$ cat src/rtl/uart_rx.sv
// UART receiver: start, 8 data bits LSB first, even parity, stop; sampled at bit centre.
// Optional 2-flop input synchronizer enabled by defining UART_RX_SYNC_EN.
`timescale 1ns/1ps

module uart_rx #(
  parameter int unsigned CLKS_PER_BIT = 1
) (
  input  logic       clk,
  input  logic       reset,
  input  logic       rx_data_in,
  output logic [7:0] rx_data_out,
  output logic       rx_valid,
  output logic       rx_parity_err,
  output logic       rx_frame_err,
  output logic       rx_busy
);

  localparam int unsigned CNT_W = (CLKS_PER_BIT > 1) ? $clog2(CLKS_PER_BIT) : 1;
  localparam logic [CNT_W-1:0] CNT_LAST = CNT_W'(CLKS_PER_BIT - 1);
  localparam logic [CNT_W-1:0] CNT_HALF = CNT_W'(CLKS_PER_BIT / 2 - 1);
  localparam bit ONE_CPB = (CLKS_PER_BIT == 1);

  typedef enum logic [2:0] {
    IDLE      = 3'd0,
    START     = 3'd1,
    DATA      = 3'd2,
    PARITY    = 3'd3,
    STOP      = 3'd4,
    WAIT_IDLE = 3'd5
  } state_t;

  state_t           state_q, state_d;
  logic [CNT_W-1:0] cnt_q, cnt_d;
  logic [2:0]       bit_idx_q, bit_idx_d;
  logic [7:0]       data_q, data_d;
  logic             parity_q, parity_d;
  logic [7:0]       data_out_d;
  logic             valid_d, perr_d, ferr_d, busy_d;
  logic             line;
  logic             sample_tick_c, half_tick_c;

`ifdef UART_RX_SYNC_EN
  logic [1:0] sync_q;

  // Two-stage synchronizer; resets to the idle line level
  always_ff @(posedge clk) begin
    if (reset) sync_q <= 2'b11;
    else       sync_q <= {sync_q[0], rx_data_in};
  end

  assign line = sync_q[1];
`else
  assign line = rx_data_in;
`endif

  assign sample_tick_c = ONE_CPB || (cnt_q == CNT_LAST);
  assign half_tick_c   = (cnt_q == CNT_HALF);

  // State register
  always_ff @(posedge clk) begin
    if (reset) state_q <= IDLE;
    else       state_q <= state_d;
  end

  // Next-state logic
  always_comb begin
    state_d = state_q;
    case (state_q)
      IDLE:      if (!line) state_d = ONE_CPB ? DATA : START;
      START:     if (half_tick_c) state_d = line ? IDLE : DATA;
      DATA:      if (sample_tick_c && (bit_idx_q == 3'd7)) state_d = PARITY;
      PARITY:    if (sample_tick_c) state_d = STOP;
      STOP:      if (sample_tick_c) state_d = line ? IDLE : WAIT_IDLE;
      WAIT_IDLE: if (line) state_d = IDLE;
      default:   state_d = IDLE;
    endcase
  end

  // Datapath and registered-output next values
  always_comb begin
    cnt_d      = cnt_q;
    bit_idx_d  = bit_idx_q;
    data_d     = data_q;
    parity_d   = parity_q;
    data_out_d = rx_data_out;
    valid_d    = 1'b0;
    perr_d     = rx_parity_err;
    ferr_d     = rx_frame_err;
    busy_d     = (state_d == START) || (state_d == DATA) ||
                 (state_d == PARITY) || (state_d == STOP);
    case (state_q)
      IDLE: begin
        cnt_d     = '0;
        bit_idx_d = 3'd0;
      end
      START: begin
        cnt_d = half_tick_c ? '0 : cnt_q + CNT_W'(1);
      end
      DATA: begin
        if (sample_tick_c) begin
          cnt_d             = '0;
          data_d[bit_idx_q] = line;
          // Index saturates at 7; cleared again in IDLE
          if (bit_idx_q != 3'd7) bit_idx_d = bit_idx_q + 3'd1;
        end else begin
          cnt_d = cnt_q + CNT_W'(1);
        end
      end
      PARITY: begin
        if (sample_tick_c) begin
          cnt_d    = '0;
          parity_d = line;
        end else begin
          cnt_d = cnt_q + CNT_W'(1);
        end
      end
      STOP: begin
        if (sample_tick_c) begin
          cnt_d      = '0;
          data_out_d = data_q;
          valid_d    = 1'b1;
          perr_d     = (parity_q != (^data_q));
          ferr_d     = !line;
        end else begin
          cnt_d = cnt_q + CNT_W'(1);
        end
      end
      default: begin
        cnt_d     = '0;
        bit_idx_d = 3'd0;
      end
    endcase
  end

  // Datapath and output registers
  always_ff @(posedge clk) begin
    if (reset) begin
      cnt_q         <= '0;
      bit_idx_q     <= 3'd0;
      data_q        <= 8'h00;
      parity_q      <= 1'b0;
      rx_data_out   <= 8'h00;
      rx_valid      <= 1'b0;
      rx_parity_err <= 1'b0;
      rx_frame_err  <= 1'b0;
      rx_busy       <= 1'b0;
    end else begin
      cnt_q         <= cnt_d;
      bit_idx_q     <= bit_idx_d;
      data_q        <= data_d;
      parity_q      <= parity_d;
      rx_data_out   <= data_out_d;
      rx_valid      <= valid_d;
      rx_parity_err <= perr_d;
      rx_frame_err  <= ferr_d;
      rx_busy       <= busy_d;
    end
  end

endmodule

$ cat config.mk
export PLATFORM = sky130hd
export DESIGN_NAME = uart_rx
export DESIGN_NICKNAME = d
export VERILOG_FILES = /design/src/rtl/uart_rx.sv
export SDC_FILE = /design/constraint.sdc
export NUM_CORES = 1
export LEC_CHECK = 0
export CAP_MARGIN = 20
export CORE_AREA = 2 2 64 66
export CTS_CLUSTER_DIAMETER = 60
export DETAILED_ROUTE_END_ITERATION = 6
export DIE_AREA = 0 0 66 68
export GPL_ROUTABILITY_DRIVEN = 1
export GPL_TIMING_DRIVEN = 0
export PLACE_DENSITY = 0.51
export REMOVE_ABC_BUFFERS = 1
export SETUP_SLACK_MARGIN = 0.1
export SLEW_MARGIN = 5
export SYNTH_ARGS = -nofsm -noshare
export SYNTH_HDL_FRONTEND = slang
export SYNTH_SLANG_ARGS = --single-unit
$ cat constraint.sdc
create_clock -name clk -period 1.8 [get_ports clk]
set_input_delay 0.36 -clock clk [delete_from_list [all_inputs] [get_ports clk]]
set_output_delay 0.36 -clock clk [all_outputs]
set_load 0.005 [all_outputs]
-- Yosys cells after proc, flatten, opt, wreduce, memory -nomap -nowiden
Index checks and enable logic that the tools add are counted.
Widths: inputs -> output; s select.
- add/subtract/negate cells: 2
- multiply operators: 0
- divide/modulo/power cells: 0
- magnitude comparators: 2
- equality and inequality tests: 13
- shift-type cells: 0
- multiplexer cells: 13
- bitwise gates (word level): 2
- reduce and logical (&&, ||, !) cells: 10
- operator list (cell ; count):
    $mux 3 ; 6
    $pmux 3 s6 ; 1
    $eq 3x2->1 const B ; 4
    $eq 3x3->1 const B ; 4
    $bwmux 8 ; 1
    $reduce_xor 8->1 ; 1
    $eq 3x1->1 const B ; 2
    $pmux 3 s2 ; 1
    $reduce_or 3->1 ; 2
    $lt 3x4->1 const B ; 1
    $add 3x1->3 const B ; 1
    $demux 1 s3 ; 1
    $ge 3x1->1 const B ; 1
    $logic_not 3->1 ; 1
    $logic_or 1x1->1 ; 3
    $ne 3x3->1 const B ; 1
    $mux 1 ; 2
    $mux 2 ; 1
    $ne 2x2->1 const B ; 1
    $not 1->1 ; 2
    $reduce_and 2->1 ; 1
    $add 1x1->1 const B ; 1
    $logic_and 1x1->1 ; 1
    $logic_not 1->1 ; 1
    $ne 1x1->1 ; 1
- register bits after elaboration: 28
- latch bits: 0
- memory bits (writable): 0
- bits in read-only memories: 0
- output and inout port bits: 12
- memories kept: 0

-- Longest topological paths before layout
- depth after elaboration: 7
- gate-level depth with buffers: 6
- depth with buffers taken out: 6

-- Worst setup path after synthesis
Ideal clock, no wire load.
- path kind: reg-to-reg
- start point: register bit_idx_q[0]
- end point: register bit_idx_q[0]
- library setup time: 0.065 ns
- arrival: 1.339 ns
- data required time: 1.735 ns
- path slack: 0.395 ns
- stages on the path, launching flop included: 7
- cells stage by stage: dfxtp_1 > ha_1 > ha_1 > nor3b_1 > mux2i_1 > a2bb2oi_1 > nor2_1
- longest elaborated chain between the ends: 3
- elaborated cells between the ends (all ways): 6
- RTL lines (element ; line ; source):
    start: declaration ; 34 ; logic [2:0] bit_idx_q, bit_idx_d;
    start signal: assignment ; 149 ; bit_idx_q <= bit_idx_d;
    $add 3x1->3 or $ne 3x3->1 (tied branches) ; 104 ; if (bit_idx_q != 3'd7) bit_idx_d = bit_idx_q + 3'd1;
    $mux 3 or $ne 2x2->1 (tied branches) ; -- ;
    $pmux 3 s2 or $reduce_and 2->1 (tied branches) ; -- ;
Parallel ways exist; a longest one is shown, timed or not. The select of a mux whose other input is x is not followed.
A chain may end at the register's enable or synchronous reset.

-- Worst setup path in the final report
- start point: register bit_idx_q[1]
- end point: register bit_idx_q[1]
Same word-level chain as after synthesis.

==> key figures <==
CTS
  • CTS tree: yes
  • Total CTS buffers: 3
  • Root Driver: clkbuf_8
  • Insertion delay to the later sink of the worst-skew pair: approximately 0.28 ns
  • Reg clk slew, reported paths: around 0.1 ns
  • Max clock buf depth: 2
  • Post-CTS Setup Bufs: 0
  • Clock Sinks: 28
  • H-tree levels: 1
  • Hold_buf cts: 0

Setup path
  • Endpoint class of the critical path: flip-flop
  • CP Buf/Inv Count: 0
  • Worst-path cell chain: ha_1 -> ha_1 -> nor3b_2 -> a22oi_1 -> a2bb2oi_1 -> nor2_1
  • Largest delay share family, worst path: adder cells
  • Worst Path Arrival: 1.72 ns
  • Worst path max stage delay: around 0.4 ns
  • CP required: 2.01 ns
  • Cell mode on critical path: ha_1
  • Crit path max fanout: 8
  • Startpoint Class: flip-flop
  • WS Path Type: flip-flop to flip-flop
  • Worst path slowest cell: dfxtp_1

Floorplanning
  • Die width: 66 µm
  • Core ar.: about 3900 µm²
  • Rows: 23
  • Die area: approximately 4500 µm²
  • Die H: 68 µm
  • Top-level port count: 15
  • Initial Util: between 30% and 40%

Logic synthesis
  • Ys Warns: 0
  • Number of synthesized register bits: 28
  • Synthesized area per cell: roughly 8.9 µm²
  • Cell Area, Synth: approximately 1300 µm²
  • Post-synth cell types: 32
  • Mapped Cells: 144
  • Post-synthesis sequential area ratio: between 40% and 50%

Finish
  • Fraction of layout cells with a size suffix above 1: a little under a tenth
  • Fillers: 409
  • # diodes: 0
  • Cell area after layout: around 1500 µm²
  • Post-Route Utilization: 39.0%
  • Layout Nets: ~160
  • Post-route insts no fill: a little over 200
  • Area growth, synth to finish: 17.7%

STA
  • Period minus WS final: approximately 1.5 ns
  • Slew margin rel.: between 20 and 30%
  • Period utilization: a little over four fifths
  • Layout Skew: between 0.008 and 0.009 ns
  • Slew Viols, Final: 0
  • Fmax: around 660 MHz
  • Finish-stage setup viols: 0
  • Slew @ Worst Pin: ~1.1 ns
  • Hold Slack: approximately 0.46 ns
  • Final hold violation count: 0
  • RSZ-0062 raised after global routing: yes

Placed design
  • Port Buffers: 14
  • DPL Wire Length: about 1600 µm
  • Placed cell count: ~200
  • GPL Wtd Cong: 0.720
  • Area post-placement: between 1000 and 1500 µm²

Global route
  • Largest net degree at the start of global routing: 29
  • Vias in the first global route: between 900 and 1,000
  • First-pass GRT wire length: 4110 µm
  • Total GRT Usage: 11.9%
  • Remaining Overflow, GRT: 0
  • Antenna violations before repair: 0

Detailed routing
  • Vias: 958
  • Via density: about 4.7
  • Drt total wl: around 2300 µm
  • WL/cell: between 10 and 15 µm
  • First drt pass iteration count: 4
  • DRT antenna net count: 0
  • DR iter-0 viols: 37
  • # DRC: 0

Power and ir drop
  • Cell Pwr Density: between 700 and 800 nW/µm²
  • Peak VDD IR: 298 µV
  • Static Leak: 0.000547 µW

Run status
  • Status: complete, no violations

Flow run
  • Max Cap Viol: 0

Hold path
  • Hold Path Class: flip-flop to flip-flop
-- tightest hold or removal path, cell delays in order (launching register included) --
cell	delay (ns)
dfxtp_1	0.32
nand2_1	0.05
a21oi_1	0.05
-- final timing paths --
check	slack, ns	start	to	cells after the start
max reg2reg	0.29	bit_idx_q[1]	bit_idx_q[1]	6
min	0.46	rx_data_out[0]	rx_data_out[0]	2
min reg2reg	0.46	rx_data_out[0]	rx_data_out[0]	2
max	0.29	bit_idx_q[1]	bit_idx_q[1]	6
-- synthesized netlist by cell type (all sizes together) --
library cell / count / area, µm²
nand2: 29 / 109
dfxtp: 28 / 561
a21oi: 18 / 93.8
nor2: 12 / 52.6
nand3: 8 / 40.0
buf: 6 / 45.0
mux2i: 5 / 50.1
nor2b: 5 / 31.3
clkbuf: 4 / 15.0
a2bb2oi: 3 / 26.3
nand3b: 3 / 26.3
xnor2: 3 / 26.3
a22oi: 2 / 15.0
ha: 2 / 25.0
nand2b: 2 / 12.5
nor4: 2 / 12.5
nor4b: 2 / 32.5
xor2: 2 / 17.5
a211oi: 1 / 7.51
a21boi: 1 / 7.51
and4bb: 1 / 12.5
inv: 1 / 3.75
nor3b: 1 / 7.51
o211ai: 1 / 12.5
or3b: 1 / 11.3
xnor3: 1 / 22.5
-- flip-flops by register name, indices dropped and copies added, names as in the netlist --
name / count
parity_q: 1
rx_busy: 1
rx_data_out: 8
rx_valid: 1
state_q: 3
bit_idx_q: 3
cnt_q: 1
rx_frame_err: 1
data_q: 8
rx_parity_err: 1
-- cell type report --
type                            instances  area (µm²)  area share (%)
Timing Repair Buffer                   14         139            9.24
Clock inverter                          1        30.0            2.00
Multi-Input combinational cell        105         664            44.2
Tap cell                               50        62.6            4.16
Inverter                                1        3.75           0.250
Sequential cell                        28         562            37.4
Clock buffer                            3        41.3            2.75
-- cells in the final DEF (no fill, tap or decap), drive strengths merged --
cell type | synthesis | layout
xor2 | 2 | 2
a21boi | 1 | 1
and4bb | 1 | 1
o211ai | 1 | 1
nand2b | 2 | 2
nor4b | 2 | 2
a22oi | 2 | 2
nor4 | 2 | 2
nor3b | 1 | 1
nand3 | 8 | 8
nand3b | 3 | 3
xnor3 | 1 | 1
a21oi | 18 | 18
or3b | 1 | 1
ha | 2 | 2
xnor2 | 3 | 3
dfxtp | 28 | 28
nand2 | 29 | 29
clkdlybuf4s50 | 0 | 13
a211oi | 1 | 1
nor2b | 5 | 5
nor2 | 12 | 12
a2bb2oi | 3 | 3
mux2i | 5 | 5
inv | 1 | 1
clkbuf | 4 | 3
dlygate4sd2 | 0 | 1
bufinv | 0 | 1
-- stage by stage --
stage	setup TNS (ns)	total power, µW	setup WS (ns)
after floorplan	0	678	0.374
after global placement	-0.590	704	-0.212
after detailed placement	-1.64	706	-0.241
after CTS	0	1200	0.153
after global routing	0	1220	0.0866
final	0	1180	0.290
-- layer usage --
metal	vias up	global-route usage, %	share of wire (%)	wire length [µm]
met4	0	5.36	1.9	44
met3	5	2.47	2.4	55
met5	-	0	0	0
met2	12	19.6	46	1050
met1	439	14.9	50	1150
li1	502	-	-	-
-- cell families (layout without fill, tap and decap cells) --
| kind of cell | Yosys count | in the layout | synth area share, % |
|---|---|---|---|
| muxes | 5 | 5 | 3.92 |
| adders and majority gates | 2 | 2 | 1.96 |
| DFF | 28 | 28 | 43.9 |
| xor gates and xnor gates | 6 | 6 | 5.20 |
| AOI/OAI and AO/OA | 26 | 26 | 12.7 |
| buffers and inverters | 11 | 19 | 5.00 |
| and+or+nand+nor | 66 | 66 | 27.3 |
-- what timing repair did --
action	CTS	global route
endpoints found under the hold margin	0	0
setup endpoints to repair	9	11
resized for setup	3	2
-- power by group --
group | internal [µW] | switching [µW] | leakage, µW
logic | 24.4 | 29.9 | 0.000284
clock network | 298 | 191 | 0.0000357
registers | 626 | 9.50 | 0.000227
total | 948 | 231 | 0.000547
Power figures use the tool's default switching activity.
==> edit, RTL diff (config.mk and constraints unchanged) <==
Put one more register stage on the output `rx_parity_err`. The value now appears one clock later. The other outputs are not delayed to match.
--- a/src/rtl/uart_rx.sv
+++ b/src/rtl/uart_rx.sv
@@ -30,2 +30,4 @@
   } state_t;
+
+  logic rx_parity_err_s0;
 
@@ -86,3 +88,3 @@
     valid_d    = 1'b0;
-    perr_d     = rx_parity_err;
+    perr_d     = rx_parity_err_s0;
     ferr_d     = rx_frame_err;
@@ -143,3 +145,3 @@
       rx_valid      <= 1'b0;
-      rx_parity_err <= 1'b0;
+      rx_parity_err_s0 <= 1'b0;
       rx_frame_err  <= 1'b0;
@@ -153,3 +155,3 @@
       rx_valid      <= valid_d;
-      rx_parity_err <= perr_d;
+      rx_parity_err_s0 <= perr_d;
       rx_frame_err  <= ferr_d;
@@ -159,2 +161,6 @@
 
+  always_ff @(posedge clk) begin
+    rx_parity_err <= rx_parity_err_s0;
+  end
+
 endmodule
Function: same outputs for any inputs over 10 cycles, from zero or initial values and one cycle with reset high; that may be too few to reach the edited logic, so the function may still have changed.
==> edit against the unedited design <==
Count of clock-buffer cells in the layout increased by 4; wire length grew 2.6%; power grew 9.4%; final area rose by 3.1%; sequential power rose by 3.8%; sequential cell count is 1 higher; non-clock buffer count unchanged; setup slack worse by 0.076 ns; synthesized area up 1.6%; critical path type unchanged.
==> edit: results (changes against the unedited design) <==
status completed (unchanged); Avg Cell Area, Syn 8.940 µm² (was 8.863 µm²); worst hold start rx_parity_err_s0$_SDFFE_PP0N_ (was rx_data_out[0]$_SDFFE_PP0N_); 1st-iter DRT viols 24 (was 37); Leak 0.5687 nW (was 0.5467 nW); metal3 WL 81 µm (was 55 µm); final net count 161 (was 158); fill count 410 (was 409); Worst R2R Start bit_idx_q[0]$_SDFFE_PP0P_ (was bit_idx_q[1]$_SDFFE_PP0P_); number of H-tree levels 2 (was 1); share of synthesized area spent on multiplexers 3.861% (was 3.922%); Synth Area in Adders 1.931% (was 1.961%); worst hold margin 0.3654 ns (was 0.4564 ns); Internal 1.018 mW (was 948.1 µW); routed vias/inst 4.686 (was 4.743); met1 WL 1101 µm (was 1147 µm); M3 GR Usage 3.947% (was 2.467%); clk slew on worst S/H paths 0.06 ns (was 0.10 ns); drt pass-1 iters 3 (was 4); CTS buffer count 5 (was 3); Achievable Freq 630.6 MHz (was 662.2 MHz); commonest cells in the netlist dfxtp_1, nand2_1, a21oi_1 (was nand2_1, dfxtp_1, a21oi_1); xor-xnor portion of the synthesized cell area 5.116% (was 5.196%); Reg2Reg Capture Point bit_idx_q[0]$_SDFFE_PP0P_ (was bit_idx_q[1]$_SDFFE_PP0P_); Worst Hold End rx_parity_err$_DFF_P_ (was rx_data_out[0]$_SDFFE_PP0N_); Placed Instances 199 (was 198); Hold Path Stages 0 (was 2); Max Fanout on Critical Path 5 (was 8); Seq/Total Area, Yosys 44.79% (was 43.92%); Tot GR Track Use 12.24% (was 11.85%); worst-margin pin slew 1.023 ns (was 1.054 ns); met2 Use GR 20.08% (was 19.57%); Final HPWL DP 1657 µm (was 1604 µm); final wirelength 2358 µm (was 2298 µm); met2 wire length 1153 µm (was 1050 µm); RD Place Congestion 0.7427 (was 0.7197); skew final 0.001521 ns (was 0.008478 ns); GR Layer Usage met1 14.17% (was 14.94%); reg2reg setup slack 0.21 ns (was 0.29 ns); first-pass GRT wire length 4002 µm (was 4105 µm); vias in the first global route 905 (was 940); ranking of synthesized cells by area dfxtp_1, nand2_1, a21oi_1, mux2i_1, nor2_1 (unchanged)
## edit: changes by cell type after synthesis
cell     before  now
dfxtp_1      28   29
## edit: worst max-delay path by stage
| stage | start | to | slack [ns] | cells past startpoint |
|---|---|---|---|---|
| finish | bit_idx_q[0]$_SDFFE_PP0P_ | bit_idx_q[0]$_SDFFE_PP0P_ | 0.21 | 6 |
| global route | bit_idx_q[0]$_SDFFE_PP0P_ | bit_idx_q[1]$_SDFFE_PP0P_ | 0.10 | 6 |
| CTS | state_q[2]$_SDFF_PP0_ | rx_data_out[6]$_SDFFE_PP0N_ | 0.18 | 4 |
| detailed placement | reset | rx_parity_err_s0$_SDFFE_PP0N_ | -0.22 | 3 |
| global placement | reset | rx_parity_err_s0$_SDFFE_PP0N_ | -0.21 | 3 |
| floorplan | state_q[2]$_SDFF_PP0_ | rx_data_out[0]$_SDFFE_PP0N_ | 0.37 | 4 |
## edit: power by group through the flow
stage	Sequential, mW	Combinational, mW	Clock [mW]
6_report	0.659	0.0538	0.577
5_1_grt	0.660	0.0601	0.629
4_1_cts	0.659	0.0551	0.599
3_5_place_dp	0.673	0.0558	0
3_3_place_gp	0.673	0.0545	0
2_1_floorplan	0.671	0.0298	0
## edit: critical path, stage by stage, from the launching register on
cell	delay, ns
dfxtp_1	0.38
ha_1	0.23
ha_1	0.21
nor3b_1	0.34
mux2i_1	0.12
a2bb2oi_1	0.14
nor2_1	0.09
## edit: cell type report
class	instances	area [µm²]	area share, %
Sequential cell	29	580.6	37.48
Multi-Input combinational cell	105	661.9	42.73
Timing Repair Buffer	14	138.9	8.966
Clock inverter	1	5.005	0.3231
Tap cell	50	62.56	4.039
Clock buffer	7	96.34	6.220
Inverter	1	3.754	0.2423
